==> config.mk <==
export PLATFORM = sky130hd
export DESIGN_NAME = biriscv_fetch_queue
export DESIGN_NICKNAME = d
export VERILOG_FILES = /design/src/rtl/biriscv_fetch_queue.sv
export SDC_FILE = /design/constraint.sdc
export NUM_CORES = 1
export LEC_CHECK = 0
export CORE_MARGIN = 2
export CORE_UTILIZATION = 61
export CTS_BUF_LIST = sky130_fd_sc_hd__clkbuf_4 sky130_fd_sc_hd__clkbuf_8
export CTS_CLUSTER_SIZE = 16
export DETAILED_ROUTE_END_ITERATION = 12
export PLACE_DENSITY_LB_ADDON = 0.25
export SYNTH_ARGS = -nofsm -noshare
export SYNTH_HDL_FRONTEND = slang
export SYNTH_SLANG_ARGS = --single-unit
==> constraint.sdc <==
create_clock -name clk_i -period 4.65 [get_ports clk_i]
set_input_delay 0.465 -clock clk_i [delete_from_list [all_inputs] [get_ports clk_i]]
set_output_delay 0.465 -clock clk_i [all_outputs]
set_load 0.01 [all_outputs]
==> src/rtl/biriscv_fetch_queue.sv <==
// -----------------------------------------------------------------------------
// biriscv_fetch_queue
//
// Instruction queue between fetch and the dual-issue decode path. A fetch
// packet carries LANES instructions sharing one PC. Only the lanes that will
// execute are written: lanes before the PC's start lane and lanes after a
// predicted-taken branch are dropped. Up to two in-order instructions are
// presented per cycle on out0/out1.
//
// Ports:
//   clk_i, rst_i              clock, synchronous active-high reset
//   fetch_in_*                fetch packet (valid, LANES instrs, PC, per-lane
//                             prediction, packet-wide fault flags)
//   fetch_in_accept_o         room for a full packet (registered count only)
//   flush_i                   empty the queue next cycle
//   fetch_out{0,1}_*          head and head+1 entries with valid/accept
//   count_o                   current occupancy
// -----------------------------------------------------------------------------
module biriscv_fetch_queue #(
  parameter int LANES     = 2,
  parameter int LANES_W   = 1,
  parameter int ENTRIES   = 8,
  parameter int ENTRIES_W = 3
) (
  input  logic                    clk_i,
  input  logic                    rst_i,
  input  logic                    fetch_in_valid_i,
  input  logic [32*LANES-1:0]     fetch_in_instr_i,
  input  logic [31:0]             fetch_in_pc_i,
  input  logic [LANES-1:0]        fetch_in_pred_branch_i,
  input  logic                    fetch_in_fault_fetch_i,
  input  logic                    fetch_in_fault_page_i,
  output logic                    fetch_in_accept_o,
  input  logic                    flush_i,
  output logic                    fetch_out0_valid_o,
  output logic [31:0]             fetch_out0_instr_o,
  output logic [31:0]             fetch_out0_pc_o,
  output logic                    fetch_out0_pred_branch_o,
  output logic                    fetch_out0_fault_fetch_o,
  output logic                    fetch_out0_fault_page_o,
  input  logic                    fetch_out0_accept_i,
  output logic                    fetch_out1_valid_o,
  output logic [31:0]             fetch_out1_instr_o,
  output logic [31:0]             fetch_out1_pc_o,
  output logic                    fetch_out1_pred_branch_o,
  output logic                    fetch_out1_fault_fetch_o,
  output logic                    fetch_out1_fault_page_o,
  input  logic                    fetch_out1_accept_i,
  output logic [ENTRIES_W:0]      count_o
);

  typedef struct packed {
    logic [31:0] instr;
    logic [31:0] pc;
    logic        pred;
    logic        fault_fetch;
    logic        fault_page;
  } entry_t;

  entry_t                  mem_q [ENTRIES];
  logic [ENTRIES_W-1:0]    rd_ptr_q;
  logic [ENTRIES_W-1:0]    wr_ptr_q;
  logic [ENTRIES_W:0]      count_q;

  // ---------------------------------------------------------------------------
  // Lane selection
  // ---------------------------------------------------------------------------
  logic [LANES_W-1:0]          start_lane;
  logic                        fault_w;
  logic [LANES-1:0]            lane_valid;
  entry_t [LANES-1:0]          lane_entry;
  logic [LANES-1:0][ENTRIES_W-1:0] lane_addr;
  logic [ENTRIES_W:0]          push_cnt;
  logic                        lane_stop;
  logic                        unused_pc_lsbs;

  assign start_lane     = fetch_in_pc_i[LANES_W+1:2];
  assign fault_w        = fetch_in_fault_fetch_i | fetch_in_fault_page_i;
  assign unused_pc_lsbs = ^fetch_in_pc_i[1:0];

  // Valid lanes form one contiguous run starting at the start lane, so the
  // running count of earlier valid lanes is each lane's write offset.
  // A fault or a predicted-taken lane ends the run after that lane.
  always_comb begin
    // NOTE: every combinational output gets a default first so no path
    // leaves a value unassigned and a latch cannot be inferred.
    lane_valid = '0;
    lane_entry = '0;
    lane_addr  = '0;
    push_cnt   = '0;
    lane_stop  = 1'b0;
    for (int i = 0; i < LANES; i++) begin
      lane_entry[i].instr       = fetch_in_instr_i[32*i +: 32];
      lane_entry[i].pc          = {fetch_in_pc_i[31:LANES_W+2], LANES_W'(i), 2'b00};
      lane_entry[i].pred        = fetch_in_pred_branch_i[i] & ~fault_w;
      lane_entry[i].fault_fetch = fetch_in_fault_fetch_i;
      lane_entry[i].fault_page  = fetch_in_fault_page_i;
      lane_addr[i]              = wr_ptr_q + push_cnt[ENTRIES_W-1:0];
      if ((LANES_W'(i) >= start_lane) && !lane_stop) begin
        lane_valid[i] = 1'b1;
        push_cnt      = push_cnt + (ENTRIES_W+1)'(1);
        if (fetch_in_pred_branch_i[i] || fault_w)
          lane_stop = 1'b1;
      end
    end
  end

  // Room is judged on the registered count only; a same-cycle pop never
  // creates space, which keeps accept_o free of any path from accept_i.
  assign fetch_in_accept_o = (count_q <= (ENTRIES_W+1)'(ENTRIES - LANES));

  logic push;
  assign push = fetch_in_valid_i & fetch_in_accept_o & ~flush_i;

  // ---------------------------------------------------------------------------
  // Output slots and pop
  // ---------------------------------------------------------------------------
  logic [ENTRIES_W-1:0] rd_ptr_nxt;
  entry_t               head0;
  entry_t               head1;
  logic                 pop0;
  logic                 pop1;
  logic [ENTRIES_W:0]   pop_cnt;

  assign rd_ptr_nxt = rd_ptr_q + ENTRIES_W'(1);
  assign head0      = mem_q[rd_ptr_q];
  assign head1      = mem_q[rd_ptr_nxt];

  assign fetch_out0_valid_o       = (count_q != '0);
  assign fetch_out1_valid_o       = (count_q > (ENTRIES_W+1)'(1));
  assign fetch_out0_instr_o       = head0.instr;
  assign fetch_out0_pc_o          = head0.pc;
  assign fetch_out0_pred_branch_o = head0.pred;
  assign fetch_out0_fault_fetch_o = head0.fault_fetch;
  assign fetch_out0_fault_page_o  = head0.fault_page;
  assign fetch_out1_instr_o       = head1.instr;
  assign fetch_out1_pc_o          = head1.pc;
  assign fetch_out1_pred_branch_o = head1.pred;
  assign fetch_out1_fault_fetch_o = head1.fault_fetch;
  assign fetch_out1_fault_page_o  = head1.fault_page;
  assign count_o                  = count_q;

  // Slot 1 may only leave together with slot 0 so order is preserved.
  assign pop0    = fetch_out0_accept_i & fetch_out0_valid_o;
  assign pop1    = fetch_out1_accept_i & fetch_out1_valid_o & fetch_out0_accept_i;
  assign pop_cnt = pop1 ? (ENTRIES_W+1)'(2) : (pop0 ? (ENTRIES_W+1)'(1) : '0);

  // ---------------------------------------------------------------------------
  // State update
  // ---------------------------------------------------------------------------
  // NOTE: all sequential state uses non-blocking assignments so every
  // register samples pre-edge values regardless of statement order.
  always_ff @(posedge clk_i) begin
    if (rst_i) begin
      rd_ptr_q <= '0;
      wr_ptr_q <= '0;
      count_q  <= '0;
      // NOTE: the storage array is reset as well, so data outputs read as
      // zero after reset; a flush deliberately leaves it untouched.
      for (int e = 0; e < ENTRIES; e++)
        mem_q[e] <= '0;
    end else if (flush_i) begin
      rd_ptr_q <= '0;
      wr_ptr_q <= '0;
      count_q  <= '0;
    end else begin
      if (push) begin
        for (int i = 0; i < LANES; i++)
          if (lane_valid[i])
            mem_q[lane_addr[i]] <= lane_entry[i];
        wr_ptr_q <= wr_ptr_q + push_cnt[ENTRIES_W-1:0];
      end
      rd_ptr_q <= rd_ptr_q + pop_cnt[ENTRIES_W-1:0];
      count_q  <= count_q + (push ? push_cnt : '0) - pop_cnt;
    end
  end

endmodule

==> impl_metrics.prom, run 1 <==
# TYPE chip_impl_metric gauge
chip_impl_info{name="status",value="completed"} 1
chip_impl_info{name="cts-root-buf",value="sky130_fd_sc_hd__clkbuf_8"} 1
chip_impl_metric{name="initial_utilization",unit=""} 0.615
chip_impl_metric{name="routed_wire_length_per_instance",unit="um"} 28.1
chip_impl_metric{name="fraction_of_final_layout_cells_with_drive_strength_greater_than_1",unit=""} 0.257
chip_impl_metric{name="die_height",unit="um"} 225
chip_impl_metric{name="final-max-slew-violation-count",unit=""} 0
chip_impl_info{name="worstHoldPathType",value="flop to flop"} 1
chip_impl_metric{name="setup_tns",unit="ns"} 0
chip_impl_metric{name="worst_ep_arrival_time",unit="ns"} 3.69
chip_impl_metric{name="syn-cell-area",unit="mm^2"} 0.0299
chip_impl_info{name="clock_tree_from_tritoncts",value="yes"} 1
chip_impl_metric{name="area.growth.synth_to_final",unit="%"} 16.1
chip_impl_metric{name="drt-pass1-iter-count",unit=""} 6
chip_impl_metric{name="clock-sinks",unit=""} 530
chip_impl_metric{name="finalWirelength",unit="mm"} 86.6
chip_impl_metric{name="grt_first_pass_wirelength",unit="mm"} 130
chip_impl_metric{name="die-width",unit="um"} 225
chip_impl_metric{name="dr.first_iter.drc_count",unit=""} 2632
chip_impl_metric{name="global_route.overflow_total",unit=""} 0
chip_impl_metric{name="synth.ff_latch_count",unit=""} 530
chip_impl_metric{name="synth-edff-count",unit=""} 512
chip_impl_metric{name="finalSetupViolations",unit=""} 0
chip_impl_metric{name="hpwl",unit="mm"} 49.5
chip_impl_metric{name="cp_data_required_time",unit="ns"} 4.18
chip_impl_metric{name="worst_slew_pin_slew",unit="ns"} 1.05
chip_impl_metric{name="num_rows",unit=""} 81
chip_impl_metric{name="numPortBuffers",unit=""} 240
chip_impl_metric{name="worst_skew_pair.late_latency",unit="ns"} 0.68
chip_impl_metric{name="overall_die_area",unit="mm^2"} 0.0508
chip_impl_info{name="worst_setup_path_end_kind",value="output port"} 1
chip_impl_info{name="crit_path_start_kind",value="flop"} 1
chip_impl_metric{name="cts-resized-gates",unit=""} 0
chip_impl_info{name="netlist.top_cell.by_area",value="sky130_fd_sc_hd__edfxtp_1"} 1
chip_impl_metric{name="hold_violations",unit=""} 0
chip_impl_metric{name="grt_antenna_before_repair",unit=""} 5
chip_impl_info{name="synth_top_cells_by_area",value="sky130_fd_sc_hd__edfxtp_1 51%, sky130_fd_sc_hd__mux4_2 20%, sky130_fd_sc_hd__mux2i_1 5.4%, sky130_fd_sc_hd__mux2_2 4.9%, sky130_fd_sc_hd__nand2_1 3.7%"} 1
chip_impl_metric{name="global_route.usage.total",unit=""} 0.348
chip_impl_metric{name="clkTransAtPathRegs",unit="ns"} 0.06
chip_impl_info{name="critPathKind",value="flop to output port"} 1
chip_impl_metric{name="netlist-cell-type-count",unit=""} 49
chip_impl_metric{name="vdd.ir_drop.worst",unit="mV"} 0.252
chip_impl_metric{name="antenna-diode-count",unit=""} 0
chip_impl_metric{name="crit_fanout",unit=""} 26
chip_impl_metric{name="timing.fmax",unit="MHz"} 241
chip_impl_info{name="yosys_most_used_dff",value="sky130_fd_sc_hd__edfxtp_1"} 1
chip_impl_metric{name="timing.slew.headroom",unit=""} 0.300
chip_impl_metric{name="yosys_warnings",unit=""} 0
chip_impl_metric{name="p_leak",unit="nW"} 11.6
chip_impl_metric{name="grt_pass1_vias",unit=""} 21600
chip_impl_metric{name="num-nets-final",unit=""} 2514
chip_impl_metric{name="number_of_post_cts_setup_repair_buffers",unit=""} 0
chip_impl_metric{name="maximum_capacitance_violations",unit=""} 0
chip_impl_metric{name="synthCells",unit=""} 2212
chip_impl_metric{name="core-area",unit="mm^2"} 0.0486
chip_impl_metric{name="fin_skew",unit="ns"} 0.0362
chip_impl_metric{name="cts_inserted_buffers",unit=""} 88
chip_impl_info{name="layout_common_cells",value="512 x sky130_fd_sc_hd__edfxtp_1, 296 x sky130_fd_sc_hd__nand2_1, 271 x sky130_fd_sc_hd__nor2_1, 260 x sky130_fd_sc_hd__mux4_2, 240 x sky130_fd_sc_hd__clkdlybuf4s50_1"} 1
chip_impl_metric{name="finalWeightedCongestion",unit=""} 0.857
chip_impl_info{name="grt_setup_unrepaired",value="false"} 1
chip_impl_metric{name="grt_max_degree",unit=""} 149
chip_impl_metric{name="power_per_cell_area",unit="mW/mm^2"} 374
chip_impl_metric{name="drtAntennaViolNets",unit=""} 0
chip_impl_metric{name="postCtsHoldBufs",unit=""} 0
chip_impl_metric{name="vias",unit=""} 21000
chip_impl_metric{name="clk_path_buf_depth",unit=""} 3
chip_impl_metric{name="design.portCount",unit=""} 247
chip_impl_metric{name="fin_crit",unit="ns"} 4.15
chip_impl_info{name="layout.cells.most_common",value="sky130_fd_sc_hd__edfxtp_1"} 1
chip_impl_metric{name="finish.instance_area",unit="mm^2"} 0.0347
chip_impl_metric{name="synth_top_area_share",unit=""} 0.514
chip_impl_metric{name="htree_num_levels",unit=""} 3
chip_impl_metric{name="timing.final.crit_share",unit=""} 0.893
chip_impl_metric{name="synthArstFlopShare",unit=""} 0
chip_impl_metric{name="ys_seq_area_frac",unit=""} 0.526
chip_impl_metric{name="vias_per_cell",unit=""} 6.79
chip_impl_metric{name="fin_hold_ws",unit="ns"} 0.480
chip_impl_metric{name="postSynthAreaPerCell",unit="um^2"} 13.5
chip_impl_metric{name="fin_total_pwr",unit="mW"} 13.0
chip_impl_metric{name="route.detailed.drc",unit=""} 0
chip_impl_metric{name="detailed_place.area",unit="mm^2"} 0.0330
==> logic make-up (layout without fill, tap and decap cells) <==
logic type	after synthesis	count (layout)	share of synthesized area
buffers and inverters	263	511	0.0392
muxes	552	552	0.299
DFF	530	530	0.526
AOI/OAI and AO/OA	128	128	0.0243
xor gates and xnor gates	7	7	0.00205
adders and majority gates	15	15	0.00728
and+or+nand+nor	716	716	0.102
other	1	4	0.000125
==> path summary, 6_finish.rpt <==
kind	startpoint	endpoint	slack (ns)	depth (start not counted)
min reg2reg	mem_q[2][3]$_SDFFE_PP1P_	mem_q[2][3]$_SDFFE_PP1P_	0.48	1
max reg2reg	count_o[3]$_SDFF_PP0_	count_o[3]$_SDFF_PP0_	1.09	12
max	rd_ptr_q[0]$_SDFF_PP0_	fetch_out1_pc_o[21]	0.50	5
min	mem_q[2][3]$_SDFFE_PP1P_	mem_q[2][3]$_SDFFE_PP1P_	0.48	1
==> layout make-up <==
| type | instances | area, um^2 |
|---|---|---|
| Timing Repair Buffer | 307 | 3090 |
| Sequential cell | 530 | 15700 |
| Inverter | 44 | 165 |
| Fill cell | 3196 | 13900 |
| Clock inverter | 34 | 169 |
| Tap cell | 622 | 778 |
| Clock buffer | 126 | 1530 |
| Multi-Input combinational cell | 1422 | 13200 |
==> where the power goes <==
part	switching (mW)	total [mW]	internal [mW]
Combinational	1.68	3.36	1.68
Sequential	0.137	5.58	5.45
Clock	1.88	4.05	2.17
==> per-layer routing <==
metal | vias to the layer above | part of all wire | global-route usage
li1 | 8723 | - | -
met1 | 10400 | 0.35 | 0.444
met2 | 1565 | 0.49 | 0.577
met3 | 270 | 0.12 | 0.0752
met4 | 10 | 0.043 | 0.160
met5 | - | 0.00075 | 0
==> Yosys cell counts (all sizes together) (4+ instances only) <==
library cell  count
mux2            130
inv              44
dfxtp            18
and2              5
and3              5
a21o              9
mux2i           162
nor2            271
buf             131
nand2           298
a21oi             8
fa                4
a32o              6
nor4              9
o21ai            99
edfxtp          512
xnor2             4
clkbuf           88
nand2b            8
mux4            260
nor3              8
ha               11
nand3            98
==> state kept, by name, indices dropped and copies added (netlist names) <==
name / cells
mem_q: 520
count_o: 4
rd_ptr_q: 3
wr_ptr_q: 3
==> per-stage QoR <==
stage	instances	setup WS [ns]	utilization
final	3085	0.498	0.714
after global routing	3085	0.352	0.714
after CTS	3085	0.442	0.714
after detailed placement	2925	0.829	0.679
after global placement	2925	0.866	0.679
after floorplan	2215	0.784	-
==> worst max-delay path: stages (launching register included) <==
cell and delay, ns:
sky130_fd_sc_hd__dfxtp_4 0.62, sky130_fd_sc_hd__ha_4 0.62, sky130_fd_sc_hd__buf_4 0.40, sky130_fd_sc_hd__mux4_2 0.54
sky130_fd_sc_hd__mux2_2 0.31, sky130_fd_sc_hd__clkdlybuf4s50_1 0.49
Note: power is estimated with default switching activity, not from simulation.
==> inputs of run 2 (changes only) <==
--- a/config.mk
+++ b/config.mk
@@ -11,6 +11,8 @@
 export CTS_CLUSTER_SIZE = 16
 export DETAILED_ROUTE_END_ITERATION = 12
 export PLACE_DENSITY_LB_ADDON = 0.25
+export REMOVE_ABC_BUFFERS = 1
+export SLEW_MARGIN = 15
 export SYNTH_ARGS = -nofsm -noshare
 export SYNTH_HDL_FRONTEND = slang
 export SYNTH_SLANG_ARGS = --single-unit
==> impl_metrics.prom, run 2 (synthesis gave the netlist of run 1 again) <==
# TYPE chip_impl_metric gauge
chip_impl_metric{name="die_height",unit="um"} 225
chip_impl_info{name="worstHoldPathType",value="flop to flop"} 1
chip_impl_metric{name="grt_max_degree",unit=""} 132
chip_impl_info{name="path_cells",value="ha_4, buf_4, mux4_2, mux2_2, clkdlybuf4s50_1"} 1
chip_impl_metric{name="post-route-util",unit=""} 0.713
chip_impl_metric{name="multi_input_area",unit="mm^2"} 0.0132
chip_impl_info{name="regMostFlops",value="mem_q"} 1
chip_impl_metric{name="clk_path_buf_depth",unit=""} 3
chip_impl_metric{name="design.portCount",unit=""} 247
chip_impl_metric{name="use_met2",unit=""} 0.570
chip_impl_metric{name="overall_die_area",unit="mm^2"} 0.0508
chip_impl_metric{name="stdcell_count",unit=""} 3079
chip_impl_metric{name="vias",unit=""} 21000
chip_impl_metric{name="reg2reg_setup_slack",unit="ns"} 1.16
chip_impl_info{name="critPathKind",value="flop to output port"} 1
chip_impl_metric{name="switching_share",unit=""} 0.284
chip_impl_metric{name="htree_num_levels",unit=""} 3
chip_impl_info{name="critical_path.startpoint",value="rd_ptr_q[0]$_SDFF_PP0_"} 1
chip_impl_metric{name="grt_use_met1",unit=""} 0.445
chip_impl_metric{name="worst_hold_path.num_cells",unit=""} 1
chip_impl_metric{name="p_int",unit="mW"} 9.23
chip_impl_info{name="busiest_layer_in_global_routing",value="met2"} 1
chip_impl_info{name="layout.cells.most_common",value="sky130_fd_sc_hd__edfxtp_1"} 1
chip_impl_metric{name="final-seq-area",unit="mm^2"} 0.0157
chip_impl_metric{name="fin_total_pwr",unit="mW"} 12.9
chip_impl_metric{name="num-fill-cells",unit=""} 3260
chip_impl_metric{name="sequentialPowerShare",unit=""} 0.433
chip_impl_info{name="worst_setup_path_end_kind",value="output port"} 1
chip_impl_metric{name="hpwl",unit="mm"} 49.4
chip_impl_metric{name="num-nets-final",unit=""} 2511
chip_impl_metric{name="clkTransAtPathRegs",unit="ns"} 0.06
chip_impl_info{name="worst_r2r_startpoint",value="count_o[3]$_SDFF_PP0_"} 1
chip_impl_metric{name="grt_first_pass_wirelength",unit="mm"} 128
chip_impl_metric{name="hold_violations",unit=""} 0
chip_impl_metric{name="route.detailed.drc",unit=""} 0
chip_impl_metric{name="area.growth.synth_to_final",unit="%"} 16.0
chip_impl_metric{name="worst_ep_arrival_time",unit="ns"} 3.84
chip_impl_info{name="endpoint",value="fetch_out1_instr_o[15]"} 1
chip_impl_info{name="critical-path-top-delay-family",value="buffers and inverters"} 1
chip_impl_metric{name="cts_inserted_buffers",unit=""} 86
chip_impl_metric{name="maximum_capacitance_violations",unit=""} 0
chip_impl_info{name="critical-path-slowest-cell",value="sky130_fd_sc_hd__ha_4"} 1
chip_impl_info{name="clock_tree_from_tritoncts",value="yes"} 1
chip_impl_metric{name="worst_skew_pair.late_latency",unit="ns"} 0.67
chip_impl_metric{name="fin_crit",unit="ns"} 4.31
chip_impl_metric{name="num_rows",unit=""} 81
chip_impl_metric{name="crit_fanout",unit=""} 31
chip_impl_info{name="cts-root-buf",value="sky130_fd_sc_hd__clkbuf_8"} 1
chip_impl_metric{name="finalWirelength",unit="mm"} 86.2
chip_impl_metric{name="timing.final.crit_share",unit=""} 0.927
chip_impl_metric{name="timing.slew.headroom",unit=""} 0.348
chip_impl_metric{name="routed_wire_length_per_instance",unit="um"} 28.0
chip_impl_metric{name="drt-pass1-iter-count",unit=""} 6
chip_impl_metric{name="postCtsHoldBufs",unit=""} 0
chip_impl_metric{name="placedCellCount",unit=""} 2924
chip_impl_metric{name="vias_per_cell",unit=""} 6.82
chip_impl_metric{name="cp_data_required_time",unit="ns"} 4.18
chip_impl_metric{name="worst_slack",unit="ns"} 0.340
chip_impl_metric{name="initial_utilization",unit=""} 0.615
chip_impl_metric{name="cp_num_cells",unit=""} 5
chip_impl_metric{name="pre_cts_ws",unit="ns"} 0.619
chip_impl_metric{name="number_of_post_cts_setup_repair_buffers",unit=""} 0
chip_impl_metric{name="grt_antenna_before_repair",unit=""} 5
chip_impl_metric{name="timing.fmax",unit="MHz"} 232
chip_impl_info{name="layout_common_cells",value="512 x sky130_fd_sc_hd__edfxtp_1, 296 x sky130_fd_sc_hd__nand2_1, 271 x sky130_fd_sc_hd__nor2_1, 260 x sky130_fd_sc_hd__mux4_2, 240 x sky130_fd_sc_hd__clkdlybuf4s50_1"} 1
chip_impl_metric{name="netSwitchingPower",unit="mW"} 3.66
chip_impl_metric{name="fin_skew",unit="ns"} 0.0199
chip_impl_metric{name="die-width",unit="um"} 225
chip_impl_metric{name="global_route.usage.total",unit=""} 0.344
chip_impl_metric{name="cpPeakStageDelay",unit="ns"} 0.72
chip_impl_metric{name="drtAntennaViolNets",unit=""} 0
chip_impl_info{name="timing.rr.end",value="count_o[3]$_SDFF_PP0_"} 1
chip_impl_metric{name="worst_slew_pin_slew",unit="ns"} 0.971
chip_impl_metric{name="clock_power_share",unit=""} 0.306
chip_impl_metric{name="final-max-slew-violation-count",unit=""} 0
chip_impl_metric{name="largest_register_ffs",unit=""} 520
chip_impl_metric{name="finalWeightedCongestion",unit=""} 0.835
chip_impl_metric{name="grt_pass1_vias",unit=""} 21400
chip_impl_metric{name="power.share.combinational",unit=""} 0.261
chip_impl_metric{name="dr.first_iter.drc_count",unit=""} 2557
chip_impl_metric{name="clock-sinks",unit=""} 530
chip_impl_metric{name="global_route.overflow_total",unit=""} 0
chip_impl_metric{name="p_leak",unit="nW"} 11.6
chip_impl_info{name="crit_path_start_kind",value="flop"} 1
chip_impl_metric{name="fraction_of_final_layout_cells_with_drive_strength_greater_than_1",unit=""} 0.256
chip_impl_info{name="grt_setup_unrepaired",value="false"} 1
chip_impl_metric{name="timing.reg2reg.worst_path_depth",unit=""} 12
chip_impl_metric{name="numPortBuffers",unit=""} 240
chip_impl_metric{name="cts-resized-gates",unit=""} 0
chip_impl_metric{name="vdd.ir_drop.worst",unit="mV"} 0.208
chip_impl_metric{name="groute.layer.met3.usage",unit=""} 0.0687
chip_impl_metric{name="core-area",unit="mm^2"} 0.0486
chip_impl_metric{name="finalSetupViolations",unit=""} 0
chip_impl_metric{name="power_per_cell_area",unit="mW/mm^2"} 371
chip_impl_info{name="status",value="completed"} 1
chip_impl_metric{name="critical_path_buf_inv_count",unit=""} 2
[run 2: cell count changes in the layout (fill, tap and decap cells not counted), sizes merged]
cell      before  now
clkinv        31   25
clkbuf       126  124
diode          0    4
clkinvlp       2    1
buf           67   66
[run 2: power by group through the flow]
stage	Clock, mW	Sequential (mW)	Combinational, mW
after floorplan	0	5.78	2.25
after global placement	0	5.65	3.30
after detailed placement	0	5.68	3.35
after CTS	3.96	5.58	3.37
after global routing	4.16	5.60	3.57
final	3.94	5.58	3.36
[run 2: through the flow]
stage | instance area (um^2) | hold slack, ns | TNS, ns
6_report | 34700 | 0.478 | 0
5_1_grt | 34700 | 0.496 | 0
4_1_cts | 34700 | 0.478 | 0
3_5_place_dp | 33100 | 0.465 | 0
3_3_place_gp | 33100 | 0.447 | 0
2_1_floorplan | 28900 | 0.438 | -3159.09
[run 2: worst min path at each step]
stage	startpoint	to	slack, ns
5_1_grt	mem_q[2][3]$_SDFFE_PP1P_	mem_q[2][3]$_SDFFE_PP1P_	0.50
3_5_place_dp	mem_q[5][3]$_SDFFE_PP1P_	mem_q[5][3]$_SDFFE_PP1P_	0.46
3_3_place_gp	mem_q[7][3]$_SDFFE_PP1P_	mem_q[7][3]$_SDFFE_PP1P_	0.45
4_1_cts	mem_q[5][3]$_SDFFE_PP1P_	mem_q[5][3]$_SDFFE_PP1P_	0.48
6_report	mem_q[2][3]$_SDFFE_PP1P_	mem_q[2][3]$_SDFFE_PP1P_	0.48
2_1_floorplan	mem_q[2][3]$_SDFFE_PP1P_	mem_q[2][3]$_SDFFE_PP1P_	0.44
[run 2: layout make-up]
| type | count | share of cell area |
|---|---|---|
| Inverter | 44 | 0.00476 |
| Clock inverter | 27 | 0.00397 |
| Timing Repair Buffer | 306 | 0.0904 |
| Tap cell | 622 | 0.0224 |
| Sequential cell | 530 | 0.454 |
| Clock buffer | 124 | 0.0429 |
| Multi-Input combinational cell | 1422 | 0.382 |
| Antenna cell | 4 | 0.000288 |
[run 2: layer usage]
metal | wire [um] | share of wire | up-vias
met5 | 27 | 0.00031 | -
li1 | - | - | 8722
met1 | 30100 | 0.35 | 10500
met3 | 10100 | 0.12 | 265
met4 | 3440 | 0.040 | 4
met2 | 42500 | 0.49 | 1523
